## config.mk

```make
export PLATFORM = sky130hd
export DESIGN_NAME = logic_unit_arbiter
export DESIGN_NICKNAME = d
export VERILOG_FILES = /design/src/rtl/logic_unit_pkg.sv /design/src/rtl/logic_op_unit.sv /design/src/rtl/logic_unit_arbiter.sv
export SDC_FILE = /design/constraint.sdc
export NUM_CORES = 1
export LEC_CHECK = 0
export ABC_AREA = 1
export CAP_MARGIN = 30
export CORE_ASPECT_RATIO = 0.75
export CORE_MARGIN = 8
export CORE_UTILIZATION = 30
export CTS_CLUSTER_SIZE = 30
export DETAILED_ROUTE_END_ITERATION = 8
export SLEW_MARGIN = 15
export SYNTH_ARGS = -nofsm -noshare
export SYNTH_HDL_FRONTEND = slang
export SYNTH_SLANG_ARGS = --single-unit
```

## constraint.sdc

```tcl
create_clock -name clk -period 1.6 [get_ports clk]
set_clock_uncertainty 0.15 [all_clocks]
set_input_delay 0.24 -clock clk [delete_from_list [all_inputs] [get_ports clk]]
set_output_delay 0.24 -clock clk [all_outputs]
set_load 0.02 [all_outputs]
```

## src/rtl/logic_unit_pkg.sv

```systemverilog
// Shared opcode definitions for the arbitrated bitwise logic unit.
// Opcode values line up with the numbering of the n-bit gate set.
package logic_unit_pkg;

  localparam int OPW = 3;

  typedef enum logic [OPW-1:0] {
    OP_NOT     = 3'd0,
    OP_AND     = 3'd1,
    OP_OR      = 3'd2,
    OP_NAND    = 3'd3,
    OP_NOR     = 3'd4,
    OP_XOR     = 3'd5,
    OP_XNOR    = 3'd6,
    OP_ILLEGAL = 3'd7
  } op_e;

endpackage

```

## src/rtl/logic_op_unit.sv

```systemverilog
// Combinational WIDTH-bit gate bank with an opcode-selected result.
// Opcode 7 yields zero data and raises the illegal flag.
module logic_op_unit
  import logic_unit_pkg::*;
#(
  parameter int WIDTH = 4
) (
  input  logic [OPW-1:0]   i_op,
  input  logic [WIDTH-1:0] i_a,
  input  logic [WIDTH-1:0] i_b,
  output logic [WIDTH-1:0] o_data,
  output logic             o_illegal
);

  logic [WIDTH-1:0] w_not;
  logic [WIDTH-1:0] w_and;
  logic [WIDTH-1:0] w_or;
  logic [WIDTH-1:0] w_nand;
  logic [WIDTH-1:0] w_nor;
  logic [WIDTH-1:0] w_xor;
  logic [WIDTH-1:0] w_xnor;

  assign w_not  = ~i_a;
  assign w_and  = i_a & i_b;
  assign w_or   = i_a | i_b;
  assign w_nand = ~(i_a & i_b);
  assign w_nor  = ~(i_a | i_b);
  assign w_xor  = i_a ^ i_b;
  assign w_xnor = ~(i_a ^ i_b);

  always_comb begin
    o_data    = '0;
    o_illegal = 1'b0;
    unique case (i_op)
      OP_NOT:  o_data = w_not;
      OP_AND:  o_data = w_and;
      OP_OR:   o_data = w_or;
      OP_NAND: o_data = w_nand;
      OP_NOR:  o_data = w_nor;
      OP_XOR:  o_data = w_xor;
      OP_XNOR: o_data = w_xnor;
      default: o_illegal = 1'b1;
    endcase
  end

endmodule

```

## src/rtl/logic_unit_arbiter.sv

```systemverilog
// Round-robin arbiter sharing one logic unit among NUM_REQ requesters,
// with a capture stage (S1) and a result stage (S2).
module logic_unit_arbiter
  import logic_unit_pkg::*;
#(
  parameter int WIDTH   = 4,
  parameter int NUM_REQ = 2,
  parameter int IDW     = 1,
  parameter int CNTW    = 16
) (
  input  logic                     clk,
  input  logic                     rst,
  input  logic [NUM_REQ-1:0]       req_valid,
  output logic [NUM_REQ-1:0]       req_ready,
  input  logic [OPW*NUM_REQ-1:0]   req_op,
  input  logic [WIDTH*NUM_REQ-1:0] req_a,
  input  logic [WIDTH*NUM_REQ-1:0] req_b,
  output logic                     res_valid,
  input  logic                     res_ready,
  output logic [WIDTH-1:0]         res_data,
  output logic [IDW-1:0]           res_id,
  output logic                     res_zero,
  output logic                     res_err,
  output logic [CNTW-1:0]          ops_done
);

  localparam logic [IDW:0] NR = (IDW+1)'(NUM_REQ);

  logic [IDW-1:0]   r_ptr;
  logic             r_s1_v;
  logic [OPW-1:0]   r_s1_op;
  logic [WIDTH-1:0] r_s1_a;
  logic [WIDTH-1:0] r_s1_b;
  logic [IDW-1:0]   r_s1_id;
  logic             r_s2_v;
  logic [WIDTH-1:0] r_res_data;
  logic [IDW-1:0]   r_res_id;
  logic             r_res_zero;
  logic             r_res_err;
  logic [CNTW-1:0]  r_ops_done;

  logic               w_s2_free;
  logic               w_s1_adv;
  logic               w_s1_free;
  logic               w_found;
  logic               w_acc;
  logic [IDW-1:0]     w_gnt;
  logic [IDW:0]       w_sum;
  logic [IDW:0]       w_pn;
  logic [IDW-1:0]     w_ptr_nxt;
  logic [2*NUM_REQ-1:0] w_rot;
  logic [OPW-1:0]     w_op;
  logic [WIDTH-1:0]   w_a;
  logic [WIDTH-1:0]   w_b;
  logic [WIDTH-1:0]   w_data;
  logic               w_illegal;

  assign w_s2_free = !r_s2_v || res_ready;
  assign w_s1_adv  = r_s1_v && w_s2_free;
  assign w_s1_free = !r_s1_v || w_s1_adv;

  // Rotate so bit 0 is the pointer's requester, then take the first set bit.
  always_comb begin
    w_found = 1'b0;
    w_gnt   = '0;
    w_sum   = '0;
    w_rot   = {req_valid, req_valid} >> r_ptr;
    for (int i = 0; i < NUM_REQ; i++) begin
      if (!w_found && w_rot[i]) begin
        w_found = 1'b1;
        w_sum   = {1'b0, r_ptr} + (IDW+1)'(i);
        if (w_sum >= NR) w_sum = w_sum - NR;
        w_gnt   = w_sum[IDW-1:0];
      end
    end
  end

  always_comb begin
    w_pn = {1'b0, w_gnt} + (IDW+1)'(1);
    if (w_pn >= NR) w_pn = '0;
    w_ptr_nxt = w_pn[IDW-1:0];
  end

  assign w_acc = w_found && w_s1_free && !rst;

  always_comb begin
    req_ready = '0;
    if (w_acc) req_ready[w_gnt] = 1'b1;
  end

  always_comb begin
    w_op = '0;
    w_a  = '0;
    w_b  = '0;
    for (int k = 0; k < NUM_REQ; k++) begin
      if (w_gnt == IDW'(k)) begin
        w_op = req_op[k*OPW +: OPW];
        w_a  = req_a[k*WIDTH +: WIDTH];
        w_b  = req_b[k*WIDTH +: WIDTH];
      end
    end
  end

  logic_op_unit #(
    .WIDTH(WIDTH)
  ) u_op (
    .i_op      (r_s1_op),
    .i_a       (r_s1_a),
    .i_b       (r_s1_b),
    .o_data    (w_data),
    .o_illegal (w_illegal)
  );

  always_ff @(posedge clk) begin
    if (rst) begin
      r_ptr      <= '0;
      r_s1_v     <= 1'b0;
      r_s1_op    <= '0;
      r_s1_a     <= '0;
      r_s1_b     <= '0;
      r_s1_id    <= '0;
      r_s2_v     <= 1'b0;
      r_res_data <= '0;
      r_res_id   <= '0;
      r_res_zero <= 1'b0;
      r_res_err  <= 1'b0;
      r_ops_done <= '0;
    end else begin
      if (w_acc) begin
        r_s1_v  <= 1'b1;
        r_s1_op <= w_op;
        r_s1_a  <= w_a;
        r_s1_b  <= w_b;
        r_s1_id <= w_gnt;
        r_ptr   <= w_ptr_nxt;
      end else if (w_s1_adv) begin
        r_s1_v <= 1'b0;
      end
      if (w_s1_adv) begin
        r_s2_v     <= 1'b1;
        r_res_data <= w_data;
        r_res_id   <= r_s1_id;
        r_res_zero <= (w_data == '0);
        r_res_err  <= w_illegal;
      end else if (res_ready) begin
        r_s2_v <= 1'b0;
      end
      if (r_s2_v && res_ready) r_ops_done <= r_ops_done + 1'b1;
    end
  end

  assign res_valid = r_s2_v;
  assign res_data  = r_res_data;
  assign res_id    = r_res_id;
  assign res_zero  = r_res_zero;
  assign res_err   = r_res_err;
  assign ops_done  = r_ops_done;

endmodule
```

==> results of run 1 <==
## kinds of logic after synthesis
group                      Yosys count
and+or+nand+nor                    152
DFF                                 38
adders and majority gates            9
buffers and inverters               59
AOI/OAI and AO/OA                   53
## flip-flops by register name (all words and copies together) (netlist names)
register	flops
ops_done	16
r_ptr	1
r_s1_a	4
r_s1_b	4
r_s1_id	1
r_s1_op	3
r_s1_v	1
res_data	4
res_err	1
res_id	1
res_valid	1
res_zero	1
## report_power, final
part           total (mW)  switching (mW)  internal [mW]
Sequential           1.02          0.0331          0.984
Combinational       0.447           0.238          0.209
Clock               0.700           0.353          0.347
Total                2.16           0.624           1.54
## worst paths after layout
| check | cells after the start | endpoint | slack (ns) |
|---|---|---|---|
| worst max-delay path | 5 | req_ready[0] | 0.06 |
| worst min-delay path | 2 | ops_done[13] | 0.32 |
| worst max register to register | 8 | res_zero | 0.07 |
| worst min register to register | 2 | ops_done[13] | 0.32 |
## cells in the final DEF, fill, tap and decap left out, drive strengths merged
master	netlist	routed
a211oi	1	1
o211ai	1	1
clkinv	0	1
buf	6	32
inv	49	49
nor3b	3	3
a21o	1	1
nand2	77	77
dlygate4sd2	0	28
o21a	1	1
nor2	42	42
clkbuf	4	6
a31o	1	1
ha	9	9
nand3	18	18
a22oi	5	5
clkinvlp	0	1
clkdlybuf4s50	0	22
nor3	3	3
o21ai	14	14
a31oi	6	6
a21oi	23	23
dfxtp	38	38
nand4	9	9
## worst max-delay path, cell delays in order (launching register included)
cell,delay [ns]
dfxtp_2,0.33
nand3_2,0.09
o211ai_4,0.09
buf_6,0.14
nor2_4,0.08
buf_6,0.12
## routing by layer
layer,GRT usage [%],vias to the layer above,routed length [um]
met3,3.47,5,328
li1,-,1158,-
met1,15.8,970,3070
met4,3.31,0,55
met2,17.3,52,2380
met5,0,-,0
## cell type report
type                       instances  area (sq um)
sequential                        38           785
inverter                          49           186
fill                             726          4010
timing repair buffer              82           713
clock inverter                     2          12.5
tap                              101           126
multi-input combinational        214          1280
clock buffer                       6          82.6
## stage by stage
| step | cells | area (sq um) | hold slack [ns] |
|---|---|---|---|
| after global placement | 480 | 2970 | 0.300 |
| after floorplan | 311 | 2190 | 0.238 |
| final | 492 | 3190 | 0.318 |
| after CTS | 490 | 3050 | 0.323 |
| after global routing | 492 | 3190 | 0.355 |
| after detailed placement | 480 | 2970 | 0.313 |
## timing repair
action                     4_1_cts  5_1_grt
pin swaps                        1        9
setup buffers                    2        2
setup endpoints to repair       28       14
gates resized for setup         43       41
hold buffers                     0        0
hold endpoints to repair         0        0
==> flow_metrics.py, run 1 <==
metrics = {
    "min_path": {
        "hold_start": "ops_done[13]",
        "hold_path.class": "flop to flop",
    },
    "detailed_routing": {
        "drt-vias-per-instance": 4.44,
        "drc_errors": 0,
        "drtAntennaViolNets": 0,
        "route.vias.total": 2185,
        "first_pass_iters": 4,
        "detail_route.wl_per_cell_um": 11.9,
        "finalWirelength_um": 5840,
        "drt_iter0_markers": 69,
    },
    "logic_synthesis": {
        "ys.flop_type": "dfxtp_1",
        "syn_area_per_cell_sq_um": 7.03,
        "synth.area.top_cells": "dfxtp_1 (35%), nand2_1 (12%), inv_1 (7.2%), nor2_1 (6.5%), ha_1 (5.1%)",
        "synth_common_cells": "nand2_1 (72), inv_1 (42), dfxtp_1 (38), nor2_1 (38), a21oi_1 (21)",
        "yosysUniqueCellTypes": 35,
        "synth_edf_count": 0,
        "synthCells": 311,
        "synth-seq-area-share_pct": 34.8,
        "synth.area.mux_share_pct": 0,
        "synth.most_common_cell": "nand2_1",
        "synth_top_family_by_area": "simple AND/OR/NAND/NOR gates",
        "synth.ff_latch_count": 38,
        "synthAdderAreaFrac_pct": 5.15,
        "synth_nets": 347,
        "synth-compound-area-share_pct": 15.7,
        "synthArstFlopShare_pct": 0,
        "synth_top_area_share_pct": 34.8,
        "synth_area_sq_um": 2190,
        "yosysWarnings": 0,
        "synthXorXnorAreaFrac_pct": 0,
        "yosys.area_share.simple_pct": 33.0,
        "synth_top_area_cell": "dfxtp_1",
    },
    "outcome": {
        "status": "finished clean",
    },
    "setup_path": {
        "crit_type": "flop to primary output",
        "critPathMaxFanout": 2,
        "startpoint_type": "flop",
        "critPathCaptureType": "primary output",
        "reg2reg_from": "r_s1_op[0]",
        "crit_start": "res_valid",
        "arrival_ns": 1.15,
        "required_ns": 1.21,
    },
    "sta": {
        "setup_ws_ns": 0.0586,
        "final.setup.tns_ns": 0,
        "final-setup-viol-count": 0,
        "finalCritPeriodShare_pct": 96.3,
        "max_slew_margin_pct": 80.9,
        "slew_violations": 0,
        "fin_crit_ns": 1.54,
        "max_clock_freq_mhz": 649,
        "rsz0062_at_grt": "yes",
        "worst_pin_slew_ns": 0.286,
        "final_hold_viol_count": 0,
    },
    "finish": {
        "fin_nets": 426,
        "drive_gt1_share_pct": 27.1,
        "final_util_pct": 44.3,
        "area_delta_synth_final_pct": 45.8,
        "antennaDiodeCount": 0,
    },
    "power_and_ir_drop": {
        "leakagePower_nw": 1.47,
        "ir_drop_v": 0.000289,
        "power_mw": 2.16,
        "powerDensity_nw_per_um2": 679,
    },
    "global_routing": {
        "grt_pass1_wl_um": 9890,
        "antenna_found_initial": 0,
        "gr-usage-all-layers_pct": 11.7,
        "grt_pass1_vias": 2129,
        "gr-total-overflow": 0,
        "grt_start_max_net_pins": 25,
    },
    "place": {
        "place_ws_ns": -0.530,
        "portBuffers": 52,
        "dp_hpwl_um": 4470,
        "routabilityCongestion": 0.861,
    },
    "clocking": {
        "cts_root_buffer": "clkbuf_8",
        "cts_sinks": 38,
        "cts_tree": "built",
        "clk_latency_ns": 0.29,
        "clockBufferDepth": 2,
        "cts_buffers": 5,
        "htreeDepth": 2,
        "clk_pin_slew_ns": 0.08,
    },
    "floorplan": {
        "fp-row-count": 27,
        "core_area_sq_um": 7200,
        "die_area_sq_um": 10300,
        "die_y_um": 89.9,
        "pin_count": 53,
        "die_w_um": 115,
        "start_util_pct": 30.4,
    },
    "run": {
        "drv_cap": 0,
    },
}
(Power assumes the default switching activity.)
==> run 2, diff against run 1 <==
- clock period: 1.6 -> 1.75 ns (I/O delays scaled with it)
==> run 2 against run 1 <==
  * Highest routed layer unchanged
  * Largest cell class unchanged
  * Critical path depth is 4 lower
  * Cell area is 4.1% lower
  * Wire length is 3.3% lower
  * Largest power group unchanged
  * Critical endpoint is now ops_done[7]
  * Sequential share of layout area is 0.39 points higher
==> flow_metrics.py, run 2 (synthesis results as in run 1) <==
metrics = {
    "setup_path": {
        "crit_type": "flop to primary output",
        "crit_chain": "clkdlybuf4s50_1",
        "required_ns": 1.34,
        "arrival_ns": 1.29,
        "worst-path-buf-inv": 1,
        "startpoint_type": "flop",
        "critPathMaxFanout": 4,
        "critPathMaxStageDelay_ns": 0.63,
        "cp_slowest_cell": "clkdlybuf4s50_1",
        "critPathCaptureType": "primary output",
        "critPathTopFamily": "buffers and inverters",
    },
    "global_routing": {
        "antenna_found_initial": 0,
        "grt_pass1_vias": 2035,
        "grt_start_max_net_pins": 25,
        "gr-usage-all-layers_pct": 11.3,
        "gr-total-overflow": 0,
        "grt_pass1_wl_um": 9600,
    },
    "sta": {
        "slew_violations": 0,
        "final-setup-viol-count": 0,
        "max_clock_freq_mhz": 589,
        "max_slew_margin_pct": 75.6,
        "fin_crit_ns": 1.70,
        "rsz0062_at_grt": "no",
        "finalCritPeriodShare_pct": 97.1,
        "worst_pin_slew_ns": 0.365,
        "final_hold_viol_count": 0,
        "timing.hold.ws_ns": 0.317,
    },
    "clocking": {
        "postCtsHoldBufs": 0,
        "cts_root_buffer": "clkbuf_8",
        "cts_tree": "built",
        "clk_latency_ns": 0.29,
        "cts_buffers": 5,
        "htreeDepth": 2,
        "cts_sinks": 38,
        "clockBufferDepth": 2,
        "clk_pin_slew_ns": 0.08,
    },
    "floorplan": {
        "core_area_sq_um": 7200,
        "pin_count": 53,
        "start_util_pct": 30.4,
        "die_w_um": 115,
        "fp-row-count": 27,
        "die_y_um": 89.9,
        "die_area_sq_um": 10300,
    },
    "detailed_routing": {
        "finalWirelength_um": 5640,
        "detail_route.wl_per_cell_um": 11.6,
        "route.vias.total": 2139,
        "first_pass_iters": 4,
        "drc_errors": 0,
        "drt_iter0_markers": 86,
        "drtAntennaViolNets": 0,
        "drt-vias-per-instance": 4.41,
    },
    "power_and_ir_drop": {
        "leakagePower_nw": 1.45,
        "p_sw_mw": 0.555,
        "powerDensity_nw_per_um2": 638,
        "p_clk_share_pct": 32.6,
        "p_int_mw": 1.40,
        "power_mw": 1.95,
        "combPwrFrac_pct": 19.7,
        "power_frac_seq_pct": 47.8,
        "ir_drop_v": 0.000302,
        "sw_frac_of_total_pct": 28.4,
    },
    "finish": {
        "fin_nets": 419,
        "area_delta_synth_final_pct": 39.9,
        "final_cell_mix": "nand2_1 (72), inv_1 (41), clkdlybuf4s50_1 (38)",
        "antennaDiodeCount": 0,
        "drive_gt1_share_pct": 17.2,
        "final_common_cell": "nand2_1",
        "largest_reg_flops": 16,
    },
    "place": {
        "routabilityCongestion": 0.858,
        "portBuffers": 52,
        "dp_hpwl_um": 4440,
    },
    "min_path": {
        "hold_path.class": "flop to flop",
    },
    "run": {
        "drv_cap": 0,
    },
    "outcome": {
        "status": "finished clean",
    },
}
==> run 2: area by class of cell <==
cell class / count / area [sq um]
inverters: 49 / 190
repair buffers: 74 / 697
clock buffers: 6 / 82.6
fillers: 719 / 4140
well taps: 101 / 126
clock inverters: 2 / 12.5
repair inverters: 1 / 7.51
flip-flops and latches: 38 / 764
multi-input cells: 214 / 1180
==> run 2: stage by stage <==
step	setup TNS, ns	cell area, sq um	worst slack [ns]	std cells	util, %
floorplan	0	2190	0.125	311	-
global placement	-1.82	2940	-0.375	476	40.8
detailed placement	-2.28	2940	-0.380	476	40.8
CTS	0	3020	0.0000319	484	41.9
global route	0	3060	0.00305	485	42.5
finish	0	3060	0.0511	485	42.5
==> run 2: repair_timing <==
item / CTS / global route
setup endpoints to repair: 5 / 12
pin swaps: 1 / 1
gates resized for setup: 11 / 16
gates cloned: 0 / 1
setup buffers: 0 / 0
==> run 2: path summary, 6_finish.rpt <==
| path | from | end | depth (start not counted) | slack, ns |
|---|---|---|---|---|
| setup / recovery | ops_done[7] | ops_done[7] | 1 | 0.05 |
| hold / removal | ops_done[13] | ops_done[13] | 2 | 0.32 |
| setup reg to reg | r_s1_op[2] | res_zero | 9 | 0.16 |
| hold reg to reg | ops_done[13] | ops_done[13] | 2 | 0.32 |
==> run 2: routing by layer <==
| metal | track usage [%] | wire length [um] | part of all wire, % | vias up |
|---|---|---|---|---|
| met4 | 4.20 | 58 | 1.0 | 0 |
| met5 | 0 | 0 | 0 | - |
| met3 | 3.87 | 382 | 6.8 | 5 |
| met1 | 15.3 | 2910 | 52 | 942 |
| li1 | - | - | - | 1139 |
| met2 | 16.1 | 2290 | 41 | 53 |
==> run 2: power by group through the flow <==
| stage | Sequential, mW | Clock [mW] | Combinational [mW] |
|---|---|---|---|
| 3_3_place_gp | 0.950 | 0 | 0.380 |
| 3_5_place_dp | 0.951 | 0 | 0.384 |
| 4_1_cts | 0.931 | 0.658 | 0.382 |
| 2_1_floorplan | 0.956 | 0 | 0.205 |
| 6_report | 0.933 | 0.636 | 0.384 |
| 5_1_grt | 0.940 | 0.695 | 0.428 |
==> run 3, diff against run 2 <==
- CORE_UTILIZATION: 30 -> 49
- PLACE_DENSITY: not set -> 0.79
==> run 3 against run 2 <==
  * Worst hold slack better by 0.0097 ns
  * Critical path depth unchanged
  * Critical endpoint is now ops_done[12]
  * Largest power group unchanged
  * Worst setup slack better by 0.0012 ns
  * Cell area down 2.8%
  * Count of clock-buffer cells in the layout up 1
  * Highest routed layer unchanged
  * First-iteration DRC count up 63%
==> flow_metrics.py, run 3 (synthesis results as in run 1) <==
metrics = {
    "setup_path": {
        "r2r_cells": 9,
        "startpoint_type": "flop",
        "critPathMaxStageDelay_ns": 0.62,
        "crit_type": "flop to primary output",
        "critPathTopFamily": "buffers and inverters",
        "worst-path-buf-inv": 1,
        "critPathCaptureType": "primary output",
        "cp_slowest_cell": "clkdlybuf4s50_1",
        "critPathMaxFanout": 4,
        "cp.depth": 1,
        "crit_chain": "clkdlybuf4s50_1",
        "arrival_ns": 1.29,
        "required_ns": 1.34,
    },
    "sta": {
        "finalCritPeriodShare_pct": 97.0,
        "final-setup-viol-count": 0,
        "worst_pin_slew_ns": 0.336,
        "fin_crit_ns": 1.70,
        "timing.hold.ws_ns": 0.327,
        "setup_ws_ns": 0.0524,
        "slew_violations": 0,
        "max_slew_margin_pct": 77.6,
        "max_clock_freq_mhz": 589,
        "final.setup.tns_ns": 0,
        "rsz0062_at_grt": "no",
        "final_hold_viol_count": 0,
    },
    "finish": {
        "drive_gt1_share_pct": 15.4,
        "final_util_pct": 67.8,
        "multi_input_area_sq_um": 1180,
        "fin_nets": 417,
        "final_common_cell": "nand2_1",
        "seq_area_sq_um": 761,
        "fin_cells": 439,
        "stdcell_area_sq_um": 2970,
        "final_cell_mix": "nand2_1 (72), inv_1 (42), dfxtp_1 (38)",
        "n_fill_cell": 361,
        "area_delta_synth_final_pct": 35.9,
        "largest_reg_flops": 16,
        "antennaDiodeCount": 0,
    },
    "global_routing": {
        "busiest_layer": "met2",
        "gr-total-overflow": 0,
        "grt_use_met2_pct": 27.2,
        "use_met1_pct": 23.3,
        "grt_pass1_wl_um": 9590,
        "grt_start_max_net_pins": 25,
        "use_met3_pct": 3.37,
        "grt_pass1_vias": 2030,
        "antenna_found_initial": 0,
        "gr-usage-all-layers_pct": 17.2,
    },
    "power_and_ir_drop": {
        "leakagePower_nw": 1.42,
        "power_mw": 1.93,
        "powerDensity_nw_per_um2": 651,
        "ir_drop_v": 0.000371,
    },
    "place": {
        "routabilityCongestion": 0.869,
        "place_inst": 430,
        "place_area_sq_um": 2870,
        "place_ws_ns": -0.499,
        "portBuffers": 52,
        "dp_hpwl_um": 4360,
    },
    "clocking": {
        "clk_pin_slew_ns": 0.08,
        "cts_root_buffer": "clkbuf_8",
        "clockBufferDepth": 2,
        "htreeDepth": 2,
        "cts_sinks": 38,
        "clk_latency_ns": 0.28,
        "cts_tree": "built",
        "cts_buffers": 5,
    },
    "detailed_routing": {
        "finalWirelength_um": 5550,
        "detail_route.wl_per_cell_um": 12.6,
        "drt_iter0_markers": 140,
        "first_pass_iters": 4,
        "route.vias.total": 2159,
        "drtAntennaViolNets": 0,
        "drt-vias-per-instance": 4.92,
        "drc_errors": 0,
    },
    "floorplan": {
        "pin_count": 53,
        "die_w_um": 93.1,
        "die_area_sq_um": 6880,
        "start_util_pct": 49.8,
        "die_y_um": 73.9,
        "fp-row-count": 21,
        "core_area_sq_um": 4390,
    },
    "outcome": {
        "status": "finished clean",
    },
    "run": {
        "drv_cap": 0,
    },
    "min_path": {
        "holdPathStages": 2,
        "hold_path.class": "flop to flop",
    },
}
[run 3: cell types whose count changed in the layout (fill, tap and decap cells not counted)]
| cell | before | now |
|---|---|---|
| dfxtp_1 | 35 | 38 |
| clkbuf_1 | 0 | 1 |
| clkdlybuf4s50_1 | 38 | 37 |
| dlygate4sd2_1 | 3 | 5 |
| dlymetal6s2s_1 | 9 | 8 |
| inv_1 | 41 | 42 |
| clkinvlp_4 | 3 | 0 |
| dfxtp_2 | 3 | 0 |
| buf_4 | 23 | 22 |
[run 3: power by group]
group	switching, mW	leakage [nW]	internal (mW)
Sequential	0.0311	0.309	0.899
Combinational	0.200	1.06	0.180
Clock	0.307	0.0482	0.318
Total	0.538	1.42	1.40
[run 3: layout make-up]
type                            count  share of cell area [%]
Tap cell                           57                    2.40
Inverter                           49                    6.27
Multi-Input combinational cell    214                    39.6
Clock buffer                        7                    2.90
Clock inverter                      1                   0.168
Timing Repair Buffer               73                    23.0
Sequential cell                    38                    25.6
[run 3: path summary, 6_finish.rpt]
check	from	end	slack [ns]
min	res_zero	res_zero	0.33
max reg2reg	ops_done[1]	ops_done[10]	0.13
max	ops_done[12]	ops_done[12]	0.05
min reg2reg	res_zero	res_zero	0.33
[run 3: layer usage]
layer	up-vias	part of all wire (%)
li1	1137	-
met1	964	48
met2	56	46
met3	2	4.8
met4	0	0.50
met5	-	0
[run 3: what timing repair did]
action                     4_1_cts  5_1_grt
setup buffers                    0        1
setup endpoints to repair        6       11
cloned                           0        0
pin swaps                        0        1
resized for setup               13       10
hold buffers                     0        0
